===== config.mk =====
export PLATFORM = sky130hd
export DESIGN_NAME = mem_access_unit
export DESIGN_NICKNAME = d
export VERILOG_FILES = /design/src/rtl/mem_access_pkg.sv /design/src/rtl/mem_align.sv /design/src/rtl/mem_access_unit.sv
export SDC_FILE = /design/constraint.sdc
export NUM_CORES = 1
export LEC_CHECK = 0
export CAP_MARGIN = 10
export CORE_UTILIZATION = 30
export CTS_CLUSTER_SIZE = 28
export DETAILED_ROUTE_END_ITERATION = 8
export GPL_TIMING_DRIVEN = 0
export PLACE_DENSITY_LB_ADDON = 0.08
export SYNTH_ARGS = -nofsm -noshare
export SYNTH_HDL_FRONTEND = slang
export SYNTH_HIERARCHICAL = 1
export SYNTH_SLANG_ARGS = --single-unit

===== constraint.sdc =====
create_clock -name clk -period 1.7 [get_ports clk]
set_input_delay 0.34 -clock clk [delete_from_list [all_inputs] [get_ports clk]]
set_output_delay 0.34 -clock clk [all_outputs]
set_load 0.01 [all_outputs]

===== src/rtl/mem_access_pkg.sv =====
// Shared types and helpers for the load/store memory access unit.
package mem_access_pkg;

  typedef enum logic [2:0] {
    IDLE   = 3'd0,
    LD     = 3'd1,
    RMW_RD = 3'd2,
    WR     = 3'd3,
    RESP   = 3'd4
  } state_e;

  localparam logic [2:0] F3_LB  = 3'b000;
  localparam logic [2:0] F3_LH  = 3'b001;
  localparam logic [2:0] F3_LW  = 3'b010;
  localparam logic [2:0] F3_LD  = 3'b011;
  localparam logic [2:0] F3_LBU = 3'b100;
  localparam logic [2:0] F3_LHU = 3'b101;
  localparam logic [2:0] F3_LWU = 3'b110;

  localparam logic [2:0] F3_SB  = 3'b000;
  localparam logic [2:0] F3_SH  = 3'b001;
  localparam logic [2:0] F3_SW  = 3'b010;
  localparam logic [2:0] F3_SD  = 3'b011;

  // log2 of the access size in bytes; bit 2 only selects signedness for loads
  function automatic logic [1:0] access_size_log2(input logic [2:0] funct3);
    return funct3[1:0];
  endfunction

  // true when the low address bits are not a multiple of the access size
  function automatic logic is_misaligned(input logic [2:0] lo_addr, input logic [2:0] funct3);
    logic mis;
    case (access_size_log2(funct3))
      2'b00:   mis = 1'b0;
      2'b01:   mis = lo_addr[0];
      2'b10:   mis = |lo_addr[1:0];
      default: mis = |lo_addr;
    endcase
    return mis;
  endfunction

endpackage


===== src/rtl/mem_align.sv =====
// Load extension and store byte-merge for the memory access unit.
// The memory returns the doubleword starting at the access address, so
// both paths work on the low lanes only.
module mem_align
  import mem_access_pkg::*;
#(
  parameter int XLEN = 64
) (
  input  logic [2:0]      funct3,
  input  logic [XLEN-1:0] rd_data,
  input  logic [XLEN-1:0] wdata,
  output logic [XLEN-1:0] load_data,
  output logic [XLEN-1:0] merge_data
);

  // extend the loaded low bytes to the full register width
  always_comb begin
    load_data = rd_data;
    case (funct3)
      F3_LB:   load_data = {{(XLEN-8){rd_data[7]}}, rd_data[7:0]};
      F3_LH:   load_data = {{(XLEN-16){rd_data[15]}}, rd_data[15:0]};
      F3_LW:   load_data = {{(XLEN-32){rd_data[31]}}, rd_data[31:0]};
      F3_LD:   load_data = rd_data;
      F3_LBU:  load_data = {{(XLEN-8){1'b0}}, rd_data[7:0]};
      F3_LHU:  load_data = {{(XLEN-16){1'b0}}, rd_data[15:0]};
      F3_LWU:  load_data = {{(XLEN-32){1'b0}}, rd_data[31:0]};
      default: load_data = rd_data;
    endcase
  end

  // overlay the low store bytes on the doubleword read back from memory
  always_comb begin
    merge_data = rd_data;
    case (access_size_log2(funct3))
      F3_SB[1:0]: merge_data[7:0]  = wdata[7:0];
      F3_SH[1:0]: merge_data[15:0] = wdata[15:0];
      F3_SW[1:0]: merge_data[31:0] = wdata[31:0];
      F3_SD[1:0]: merge_data       = wdata;
      default:    merge_data       = rd_data;
    endcase
  end

endmodule


===== src/rtl/mem_access_unit.sv =====
// Single-request load/store unit in front of a byte-addressed data memory.
// Optional: define MEM_ACCESS_MISALIGN_CHECK_EN to reject misaligned or
// out-of-range accesses with resp_err instead of issuing them.
//
// state  | meaning
// IDLE   | ready for a request, latches it on accept
// LD     | load read, extended data captured into resp_rdata
// RMW_RD | sub-doubleword store: read old doubleword, merge store bytes
// WR     | single write cycle (full wdata for sd, merged word otherwise)
// RESP   | one-cycle completion pulse, not ready
module mem_access_unit
  import mem_access_pkg::*;
#(
  parameter int XLEN      = 64,
  parameter int MEM_BYTES = 65536
) (
  input  logic            clk,
  input  logic            rst,
  input  logic            req_valid,
  output logic            req_ready,
  input  logic            req_we,
  input  logic [2:0]      req_funct3,
  input  logic [XLEN-1:0] req_addr,
  input  logic [XLEN-1:0] req_wdata,
  output logic            resp_valid,
  output logic [XLEN-1:0] resp_rdata,
  output logic            resp_err,
  output logic [XLEN-1:0] mem_adr,
  output logic [XLEN-1:0] mem_din,
  output logic            mem_mrd,
  output logic            mem_mwr,
  input  logic [XLEN-1:0] mem_dout
);

`ifdef MEM_ACCESS_MISALIGN_CHECK_EN
  localparam bit CHECK_EN = 1'b1;
`else
  localparam bit CHECK_EN = 1'b0;
`endif

  state_e          state_q, state_d;
  logic [XLEN-1:0] addr_q, addr_d;
  logic [XLEN-1:0] wdata_q, wdata_d;
  logic [XLEN-1:0] data_q, data_d;
  logic [XLEN-1:0] rdata_q, rdata_d;
  logic [2:0]      funct3_q, funct3_d;
  logic            we_q, we_d;
  logic            err_q, err_d;
  logic            mrd, mwr;
  logic            req_err, range_err;
  logic [XLEN-1:0] load_ext, merged;

  mem_align #(.XLEN(XLEN)) u_align (
    .funct3     (funct3_q),
    .rd_data    (mem_dout),
    .wdata      (wdata_q),
    .load_data  (load_ext),
    .merge_data (merged)
  );

  // rejection decision for the request currently offered
  always_comb begin
    range_err = ({1'b0, req_addr} + (XLEN+1)'(7)) >= (XLEN+1)'(MEM_BYTES);
    req_err   = (!req_we && req_funct3 == 3'b111) ||
                (CHECK_EN && (is_misaligned(req_addr[2:0], req_funct3) || range_err));
  end

  // next-state, datapath updates and memory strobes
  always_comb begin
    state_d    = state_q;
    addr_d     = addr_q;
    we_d       = we_q;
    funct3_d   = funct3_q;
    wdata_d    = wdata_q;
    data_d     = data_q;
    rdata_d    = rdata_q;
    err_d      = err_q;
    req_ready  = 1'b0;
    resp_valid = 1'b0;
    mrd        = 1'b0;
    mwr        = 1'b0;
    mem_din    = '0;
    case (state_q)
      IDLE: begin
        req_ready = 1'b1;
        if (req_valid) begin
          addr_d   = req_addr;
          we_d     = req_we;
          funct3_d = req_funct3;
          wdata_d  = req_wdata;
          err_d    = req_err;
          if (req_err)                                    state_d = RESP;
          else if (!req_we)                               state_d = LD;
          else if (access_size_log2(req_funct3) == 2'b11) state_d = WR;
          else                                            state_d = RMW_RD;
        end
      end
      LD: begin
        mrd     = 1'b1;
        rdata_d = load_ext;
        state_d = RESP;
      end
      RMW_RD: begin
        mrd     = 1'b1;
        data_d  = merged;
        state_d = WR;
      end
      WR: begin
        mwr     = 1'b1;
        mem_din = (access_size_log2(funct3_q) == 2'b11) ? wdata_q : data_q;
        state_d = RESP;
      end
      RESP: begin
        resp_valid = 1'b1;
        state_d    = IDLE;
      end
      default: state_d = IDLE;
    endcase
  end

  // state and latched request registers
  always_ff @(posedge clk) begin
    if (rst) begin
      state_q  <= IDLE;
      addr_q   <= '0;
      we_q     <= 1'b0;
      funct3_q <= '0;
      wdata_q  <= '0;
      data_q   <= '0;
      rdata_q  <= '0;
      err_q    <= 1'b0;
    end else begin
      state_q  <= state_d;
      addr_q   <= addr_d;
      we_q     <= we_d;
      funct3_q <= funct3_d;
      wdata_q  <= wdata_d;
      data_q   <= data_d;
      rdata_q  <= rdata_d;
      err_q    <= err_d;
    end
  end

  // strobes are killed while reset is held so an aborted WR never commits
  always_comb begin
    mem_mrd    = mrd & ~rst;
    mem_mwr    = mwr & ~rst;
    mem_adr    = addr_q;
    resp_rdata = rdata_q;
    resp_err   = resp_valid & err_q;
  end

endmodule


==> results of run 1 <==
==> cells in the mapped netlist, drive strengths merged <==
library cell  instances
a211oi                1
a21o                  8
a21oi               326
a31oi                 1
and2                  2
and4b                 1
buf                  87
clkbuf               68
dfxtp               263
inv                   2
mux2                 56
mux2i                 1
nand2               667
nand3                32
nand3b                1
nand4bb               1
nor2                  1
nor2b                 1
nor3                  3
nor3b                 3
nor4b                 2
o211ai               32
o21a                  1
o21ai                16
or2                   2
or3b                  2
or4b                  1
==> power by group through the flow <==
stage          Sequential [mW]  Clock [mW]  Combinational, mW
2_1_floorplan             6.97           0               1.40
3_3_place_gp              6.93           0               2.91
3_5_place_dp              6.94           0               2.92
4_1_cts                   6.81        7.84               2.94
5_1_grt                   6.86        8.11               3.28
6_report                  6.81        7.66               3.00
==> cell families after synthesis <==
logic type | count (synthesis)
buffers and inverters | 157
AND/OR/NAND/NOR | 719
flip-flops | 263
multiplexers | 57
AO/OA/AOI/OAI | 385
==> cell type report <==
class                           count  area, um2  area share
Inverter                            2       7.51    0.000421
Antenna cell                        1       2.50    0.000140
Buffer                            150       1120      0.0631
Timing Repair Buffer              411       3710       0.208
Clock buffer                       52       1040      0.0584
Tap cell                          511        639      0.0358
Clock inverter                      9        150     0.00842
Multi-Input combinational cell   1162       5880       0.330
Sequential cell                   263       5280       0.296
==> flip-flops by register name (all words and copies together) (netlist names) <==
name and count:
data_q 64, mem_adr 64, resp_rdata 64, wdata_q 64, funct3_q 3, state_q 3
err_q 1
==> stage by stage <==
stage               hold WS, ns   util  area (um2)  worst slack (ns)
finish                   0.0700  0.472       17800            -0.517
global placement          0.442  0.426       16100             -1.53
floorplan                 0.432      -       11600          -0.00321
detailed placement        0.446  0.426       16100             -1.52
global route             0.0675  0.472       17800            -0.561
CTS                      0.0490  0.464       17500            -0.518
==> worst max-delay path: cells and delay by family, from the launching register on <==
family	cells	cell delay (ns)
buffers and inverters	4	0.68
flip-flops	1	0.32
AND/OR/NAND/NOR	1	0.22
AO/OA/AOI/OAI	1	0.14
==> repair_timing <==
action | 4_1_cts | 5_1_grt
gates resized for setup | 587 | 110
cloned | 3 | 1
endpoints found under the setup margin | 431 | 282
hold buffers | 0 | 0
pin swaps | 8 | 7
buffers inserted | 16 | 5
==> path summary, 6_finish.rpt <==
| path | start | end | slack [ns] | cells past startpoint |
|---|---|---|---|---|
| max | state_q[2]$_SDFFE_PP0P_ | mem_din[41] | -0.52 | 6 |
| min | mem_dout[1] | resp_rdata[1]$_SDFFE_PP0P_ | 0.07 | 3 |
| max reg2reg | state_q[2]$_SDFFE_PP0P_ | mem_adr[19]$_SDFFE_PP0P_ | -0.10 | 5 |
| min reg2reg | resp_rdata[4]$_SDFFE_PP0P_ | resp_rdata[4]$_SDFFE_PP0P_ | 0.45 | 2 |
==> layer usage <==
layer / global-route usage / share of wire / vias to the layer above
met5: 0 / 0 / -
met4: 0.0672 / 0.020 / 0
met3: 0.0550 / 0.069 / 61
met2: 0.401 / 0.48 / 383
met1: 0.294 / 0.43 / 5589
li1: - / - / 6079
==> reports/qor.yml, run 1 <==
yosys:
  synth_top_family_by_area: "simple AND/OR/NAND/NOR gates"
  netlist_area_mm2: 0.0115
  synth_xor_area_frac: 0
  ys_seq_area_frac: 0.456
  syn-mean-instance-area_um2: 7.30
  synthTopCellsByArea: "dfxtp_1 (46%), nand2_1 (22%), a21oi_1 (14%)"
  syn-num-nets: 1780
  yosys_warnings: 6
  ys_ff_latch: 263
  yosysTopAreaCellShare: 0.456
  synth.mux.area_fraction: 0.0562
  synth_compound_area_frac: 0.176
  synthSimpleGateAreaFrac: 0.246
  synth_largest_area_cell: "dfxtp_1"
  syn_inst: 1581
  synth_adder_area_share: 0
  yosys.cell_types.count: 32
outcome:
  status: "finished, violations left"
  violations: "negative setup slack"
critical_path:
  crit_fanout: 10
  arrival_ns: 1.88
  required_ns: 1.36
  crit_top_cell: "buf_6"
  cp_cell_sequence: "buf_6 -> nand3b_1 -> clkbuf_16 -> buf_6 -> a21oi_2 -> buf_2"
  cpPeakStageDelay_ns: 0.32
  slowest_stage: "dfxtp_2"
  worst-setup-path-type: "flop to output port"
  cp-end-kind: "output port"
  start_kind: "flop"
floorplanning:
  io_pins: 396
  die_w_um: 198
  die_h_um: 198
  core_mm2: 0.0378
  fp-row-count: 71
  floorplan.initialDensity: 0.306
  dieArea_mm2: 0.0392
global_route:
  grt_first_pass_wirelength_um: 70000
  grt_max_degree: 12
  antenna_found_initial: 2
  grt_pass1_vias: 11800
  grt_usage: 0.235
  overflow: 0
timing:
  max_freq_mhz: 451
  timing.setup.tns_ns: -35.57
  period_share: 1.30
  setup_viol: 149
  setup_ws_ns: -0.517
  drv_slew: 0
  slew_headroom: 0.473
  fin_crit_ns: 2.22
  tightest_slew_ns: 0.790
  hold_viol: 0
  skew_ns: 0.00824
  grt_setup_unrepaired: "yes"
routing:
  drtAntennaViolNets: 0
  drt_iter0_markers: 655
  firstDrtPassIters: 5
  vias_per_cell: 4.73
  avgRoutedWirePerCell_um: 18.3
  drt-total-wl_um: 46900
  drc_errors: 0
  vias: 12100
layout:
  syn_to_final_growth_pct: 54.6
  final_common_cell: "nand2_1"
  final_cell_mix: "nand2_1 (665), a21oi_1 (271), dfxtp_1 (258)"
  stdcell_count: 2561
  num-nets-final: 2223
  nFillCells: 3910
  drive_gt1_frac: 0.193
clocking:
  cts_buffer_depth: 3
  clk_latency_ns: 0.52
  cts_sinks: 263
  cts_tree: "done"
  cts_made_buffers: 34
  cts.htree.levels: 2
  cts_root_buf: "clkbuf_16"
  clkSlewWorstSetupHoldPaths_ns: 0.06
power:
  internal_power_mw: 12.8
  p_clk_frac: 0.439
  p_switching_mw: 4.67
  combPwrFrac: 0.172
  power.leakage_nw: 7.07
  p_total_mw: 17.5
  peakVddDrop_mv: 0.692
  pwr-share-seq: 0.390
  switching_share: 0.267
  pwr_density_cell_mw_per_mm2: 979
placed_design:
  place_inst: 2479
  dp_hpwl_um: 34300
  gp_congestion: 0.811
  portBuffers: 387
worst_hold_path:
  hp-class: "primary input to flop"
run:
  drv_cap: 0
Note: power is estimated with default switching activity, not from simulation.
==> run 2: changes to the inputs <==
--- a/config.mk
+++ b/config.mk
@@ -7,6 +7,7 @@
 export LEC_CHECK = 0
 export CAP_MARGIN = 10
 export CORE_UTILIZATION = 30
+export CTS_CLUSTER_DIAMETER = 50
 export CTS_CLUSTER_SIZE = 28
 export DETAILED_ROUTE_END_ITERATION = 8
 export GPL_TIMING_DRIVEN = 0
==> reports/qor.yml, run 2 (synthesis gave the netlist of run 1 again) <==
outcome:
  status: "finished, violations left"
  violations: "negative setup slack"
timing:
  grt_setup_unrepaired: "yes"
  skew_ns: 0.0228  # +0.0145 ns
  setup_ws_ns: -0.567  # -0.0499 ns
  fin_crit_ns: 2.27  # +0.0499 ns
  period_share: 1.33  # +0.0293
  setup_viol: 149  # unchanged
  max_freq_mhz: 441  # -2.2%
  tightest_slew_ns: 0.746  # -0.0442 ns
  drv_slew: 0  # unchanged
  slew_headroom: 0.503  # +0.0295
  hold_viol: 0  # unchanged
floorplanning:
  die_w_um: 198  # unchanged
  fp-row-count: 71  # unchanged
  core_mm2: 0.0378  # unchanged
  io_pins: 396  # unchanged
  die_h_um: 198  # unchanged
  dieArea_mm2: 0.0392  # unchanged
  floorplan.initialDensity: 0.306  # unchanged
clocking:
  cts_sinks: 263  # unchanged
  cts.htree.levels: 2  # unchanged
  clkSlewWorstSetupHoldPaths_ns: 0.06  # about the same
  cts_root_buf: "clkbuf_16"
  cts_made_buffers: 38  # +12%
  cts_buffer_depth: 3  # unchanged
  postCtsHoldBufs: 0  # unchanged
  clk_latency_ns: 0.53  # about the same
  cts_tree: "done"
run:
  drv_cap: 0  # unchanged
global_route:
  grt_pass1_vias: 11900  # +0.96%
  grt_first_pass_wirelength_um: 70700  # +1.0%
  antenna_found_initial: 2  # unchanged
  grt_usage: 0.237  # +0.00191
  grt_max_degree: 16  # +4
  overflow: 0  # unchanged
critical_path:
  arrival_ns: 1.93  # +0.05 ns
  required_ns: 1.36  # about the same
  start_kind: "flop"
  cp-end-kind: "output port"
  worst-setup-path-type: "flop to output port"
  crit_fanout: 6  # -4
placed_design:
  portBuffers: 387  # unchanged
  gp_congestion: 0.811  # unchanged
  place_inst: 2479  # unchanged
  post_dp_cell_area_mm2: 0.0161  # unchanged
  dp_hpwl_um: 34300  # unchanged
  pre_cts_ws_ns: -1.52  # unchanged
power:
  pwr_density_cell_mw_per_mm2: 979  # about the same
  switching_share: 0.280  # +0.0129
  p_switching_mw: 5.13  # +9.9%
  p_total_mw: 18.3  # +4.8%
  internal_power_mw: 13.2  # +3.0%
  peakVddDrop_mv: 0.617  # -11%
  p_clk_frac: 0.452  # +0.013
  combPwrFrac: 0.177  # +0.005
  power.leakage_nw: 7.35  # +3.9%
  pwr-share-seq: 0.372  # -0.018
routing:
  met1_length_um: 20300  # -0.14%
  drc_errors: 0  # unchanged
  drtAntennaViolNets: 0  # unchanged
  vias_per_cell: 4.76  # +0.71%
  top_layer: "met4"
  firstDrtPassIters: 5  # unchanged
  dr_wl_met3_um: 3570  # +10%
  drt_iter0_markers: 604  # -7.8%
  avgRoutedWirePerCell_um: 18.6  # +1.6%
  drt-total-wl_um: 48100  # +2.5%
  wl_met2_um: 23200  # +3.1%
  vias: 12300  # +1.6%
layout:
  final_cell_mix: "nand2_1 (660), dfxtp_1 (258), a21oi_1 (246)"
  drive_gt1_frac: 0.220  # +0.0264
  final_common_cell: "nand2_1"
  stdcell_count: 2584  # +0.90%
  finalInstanceArea_mm2: 0.0187  # +4.8%
  syn_to_final_growth_pct: 62.0
  num-nets-final: 2242  # +0.85%
worst_hold_path:
  hp-class: "primary input to flop"
## run 2: changes by cell type in the layout (fill, tap and decap cells not counted), moves of 8 or more
cell	delta
buf_6	+25
buf_2	-19
clkinv_4	+8
a21oi_4	+16
a21oi_2	+9
a21oi_1	-25
buf_8	+8
## run 2: layout make-up
type | count | area (um2)
timing repair buffer | 429 | 4190
clock inverter | 27 | 344
inverter | 2 | 7.51
antenna | 2 | 5.00
fill | 3821 | 19100
buffer | 148 | 1160
tap | 511 | 639
multi-input combinational | 1161 | 6100
sequential | 263 | 5280
clock buffer | 41 | 983
## run 2: worst paths after layout
check                             start                    endpoint  slack, ns  cells past startpoint
min                         mem_dout[2]  resp_rdata[2]$_SDFFE_PP0P_       0.06                      3
min reg2reg  resp_rdata[4]$_SDFFE_PP0P_  resp_rdata[4]$_SDFFE_PP0P_       0.45                      2
max reg2reg     state_q[2]$_SDFFE_PP0P_    mem_adr[19]$_SDFFE_PP0P_      -0.10                      5
max             state_q[2]$_SDFFE_PP0P_                 mem_din[12]      -0.57                      7
## run 2: critical path, cell delays in order, from the launching register on
cell      delay [ns]
dfxtp_2         0.32
buf_6           0.12
nand3b_1        0.21
buf_8           0.18
buf_12          0.15
buf_12          0.14
a21oi_4         0.14
buf_6           0.13
## run 2: what timing repair did
item,CTS,global route
cloned,8,7
gates resized for setup,655,155
setup endpoints to repair,436,298
setup buffers,21,9
pin swaps,4,9
## run 2: metal layers
layer / global-route usage / vias to the layer above
li1: - / 6130
met1: 0.294 / 5726
met2: 0.405 / 389
met3: 0.0598 / 62
met4: 0.0649 / 0
met5: 0 / -
## run 2: stage by stage
step / util / hold slack, ns / TNS (ns)
final: 0.495 / 0.0600 / -38.97
after global routing: 0.495 / 0.0566 / -49.12
after CTS: 0.479 / 0.0389 / -40.36
after floorplan: - / 0.432 / -0.160
after detailed placement: 0.426 / 0.446 / -189.60
after global placement: 0.426 / 0.442 / -191.23
## run 2: power groups by stage
stage                     combinational [mW]  clock (mW)  sequential, mW
after floorplan                         1.40           0            6.97
after global placement                  2.91           0            6.93
after detailed placement                2.92           0            6.94
after CTS                               3.00        8.47            6.81
after global routing                    3.52        8.73            6.85
final                                   3.24        8.27            6.80
==> run 3: changes to the inputs <==
--- a/config.mk
+++ b/config.mk
@@ -11,8 +11,7 @@
 export CTS_CLUSTER_SIZE = 28
 export DETAILED_ROUTE_END_ITERATION = 8
 export GPL_TIMING_DRIVEN = 0
-export PLACE_DENSITY_LB_ADDON = 0.08
+export PLACE_DENSITY = 0.63
 export SYNTH_ARGS = -nofsm -noshare
 export SYNTH_HDL_FRONTEND = slang
-export SYNTH_HIERARCHICAL = 1
 export SYNTH_SLANG_ARGS = --single-unit
==> reports/qor.yml, run 3 <==
yosys:
  yosysTopAreaCellShare: 0.495  # +0.0392
  synth_most_common_cell: "nand2_1"
  ys_seq_area_frac: 0.495  # +0.0392
  async_flop_share: 0  # unchanged
  yosys_warnings: 0  # -6
  synth-main-ff-cell: "dfxtp_1"
  netlist_area_mm2: 0.0106  # -7.9%
  syn-num-nets: 1602  # -10%
  synthTopCellsByArea: "dfxtp_1 (50%), nand2_1 (18%), a21oi_1 (11%)"
  syn-mean-instance-area_um2: 7.57  # +3.8%
  synth_largest_area_cell: "dfxtp_1"
  ys_ff_latch: 263  # unchanged
  yosys.cell_types.count: 30  # -6.3%
  synth_edf_count: 0  # unchanged
  yosys-top-cells-count: "nand2_1 (507), dfxtp_1 (263), a21oi_1 (230), nor2_1 (114), a211oi_1 (72)"
  syn_inst: 1403  # -11%
timing:
  slew_headroom: 0.431  # -0.0724
  setup_viol: 181  # +21%
  tightest_slew_ns: 0.854  # +0.109 ns
  max_freq_mhz: 444  # +0.69%
  period_share: 1.32  # -0.00915
  fin_crit_ns: 2.25  # -0.0156 ns
  setup_ws_ns: -0.551  # +0.0156 ns
  skew_ns: 0.0190  # -0.00376 ns
  timing.setup.tns_ns: -36.63  # +2.33 ns
  hold_viol: 0  # unchanged
  grt_setup_unrepaired: "yes"
  drv_slew: 0  # unchanged
  whs_ns: 0.366  # +0.306 ns
routing:
  vias: 12200  # -1.2%
  avgRoutedWirePerCell_um: 19.4  # +4.2%
  vias_per_cell: 5.04  # +5.9%
  drtAntennaViolNets: 0  # unchanged
  drt_iter0_markers: 545  # -9.8%
  drc_errors: 0  # unchanged
  firstDrtPassIters: 4  # -1
  drt-total-wl_um: 46800  # -2.8%
placed_design:
  place_inst: 2252  # -9.2%
  pre_cts_ws_ns: -1.31  # +0.206 ns
  dp_hpwl_um: 31800  # -7.2%
  portBuffers: 394  # +1.8%
  gp_congestion: 0.865  # +6.7%
power:
  combPwrFrac: 0.191  # +0.014
  p_total_mw: 18.9  # +3.5%
  power.leakage_nw: 8.31  # +13%
  peakVddDrop_mv: 0.741  # +20%
  internal_power_mw: 13.5  # +2.2%
  p_switching_mw: 5.48  # +6.8%
  pwr_density_cell_mw_per_mm2: 970  # -0.98%
  switching_share: 0.289  # +0.00902
  p_clk_frac: 0.441  # -0.011
  pwr-share-seq: 0.368  # -0.004
critical_path:
  cp_cell_sequence: "buf_6 -> nand3b_1 -> clkbuf_16 -> clkbuf_16 -> a21oi_4 -> buf_2"
  crit_fanout: 8  # +2
  cp-end-kind: "output port"
  start_kind: "flop"
  slowest_stage: "dfxtp_2"
  cpPeakStageDelay_ns: 0.32  # about the same
  rr_startpoint: "state_q[2]$_SDFFE_PP0P_"
  crit_start: "state_q[2]$_SDFFE_PP0P_"
  required_ns: 1.36  # about the same
  crit_top_cell: "clkbuf_16"
  worst-setup-path-type: "flop to output port"
  arrival_ns: 1.91  # -0.02 ns
outcome:
  status: "finished, violations left"
  violations: "negative setup slack"
clocking:
  postCtsHoldBufs: 0  # unchanged
  cts.htree.levels: 2  # unchanged
  clkSlewWorstSetupHoldPaths_ns: 0.06  # about the same
  cts_made_buffers: 39  # +2.6%
  clk_latency_ns: 0.52  # about the same
  cts_buffer_depth: 3  # unchanged
  cts_tree: "done"
  cts_root_buf: "clkbuf_16"
  cts_sinks: 263  # unchanged
global_route:
  grt_max_degree: 17  # +1
  antenna_found_initial: 4  # +2
  grt_pass1_vias: 11800  # -1.3%
  overflow: 0  # unchanged
  grt_usage: 0.237  # about the same
  grt_first_pass_wirelength_um: 66800  # -5.6%
floorplanning:
  core_mm2: 0.0347  # -8.1%
  fp-row-count: 68  # -4.2%
  dieArea_mm2: 0.0362  # -7.8%
  die_w_um: 190  # -4.0%
  floorplan.initialDensity: 0.306  # +0.000503
  io_pins: 396  # unchanged
  die_h_um: 190  # -4.0%
worst_hold_path:
  hold_start: "req_addr[57]"
  hp-class: "primary input to flop"
run:
  drv_cap: 0  # unchanged
layout:
  final_cell_mix: "nand2_1 (426), dfxtp_1 (258), clkdlybuf4s50_1 (197)"
  stdcell_count: 2411  # -6.7%
  nFillCells: 3171  # -17%
  final_common_cell: "nand2_1"
  drive_gt1_frac: 0.281  # +0.0615
  syn_to_final_growth_pct: 83.8
  num-nets-final: 2121  # -5.4%
==> run 3: cell count changes after synthesis, moves of 13 or more <==
cell	change
a211oi_1	+71
a21oi_1	-96
a311oi_1	+41
buf_4	-13
mux2_2	-54
mux2i_1	+17
nand2_1	-160
nand3_1	-32
nor2_1	+113
o211ai_1	-32
o21ai_0	-16
==> run 3: cell families after synthesis <==
family / synth area share
DFF: 0.495
AOI/OAI and AO/OA: 0.196
and+or+nand+nor: 0.239
muxes: 0.0170
buffers and inverters: 0.0526
==> run 3: metal layers <==
layer  GRT usage  routed length, um  up-vias
li1            -                  -     5765
met1       0.286              19000     5805
met2       0.403              22600      471
met3      0.0598               3430      112
met4      0.0929               1700        2
met5           0                 13        -
==> run 3: layout make-up <==
type	instances	area (um2)	area share
Tap cell	455	569	0.0291
Antenna cell	4	10.0	0.000512
Clock inverter	28	323	0.0165
Sequential cell	263	5280	0.270
Multi-Input combinational cell	1012	6120	0.313
Timing Repair Buffer	488	5000	0.256
Clock buffer	43	1030	0.0529
Inverter	2	7.51	0.000384
Buffer	116	1200	0.0612
==> run 3: stage by stage <==
step	instance area (um2)	util
global route	19500	0.563
global placement	15100	0.436
finish	19500	0.563
floorplan	10600	-
CTS	17900	0.517
detailed placement	15100	0.436
==> run 3: power by group through the flow <==
| stage | clock (mW) | sequential (mW) | combinational (mW) |
|---|---|---|---|
| 2_1_floorplan | 0 | 7.11 | 1.25 |
| 3_3_place_gp | 0 | 7.02 | 2.82 |
| 3_5_place_dp | 0 | 7.04 | 2.86 |
| 4_1_cts | 8.51 | 6.94 | 3.09 |
| 5_1_grt | 8.81 | 7.01 | 3.88 |
| 6_report | 8.36 | 6.96 | 3.62 |
==> run 3: critical path, delay by kind of cell (launching register included) <==
family | cells | cell delay [ns]
compound gates | 1 | 0.16
buf+inv | 4 | 0.70
simple gates | 1 | 0.21
flops | 1 | 0.32
==> run 3: what timing repair did <==
action                                  in CTS  in global routing
resized for setup                          743                272
pin swaps                                   89                 84
cloned                                       9                 24
buffers inserted                            52                 12
endpoints found under the setup margin     429                288
==> run 3: worst paths after layout <==
kind | endpoint | slack (ns) | cells past startpoint
worst max-delay path | mem_din[41] | -0.55 | 6
worst min register to register | mem_adr[45]$_SDFFE_PP0P_ | 0.45 | 2
worst min-delay path | mem_adr[57]$_SDFFE_PP0P_ | 0.37 | 3
worst max register to register | wdata_q[37]$_SDFFE_PP0P_ | -0.11 | 9
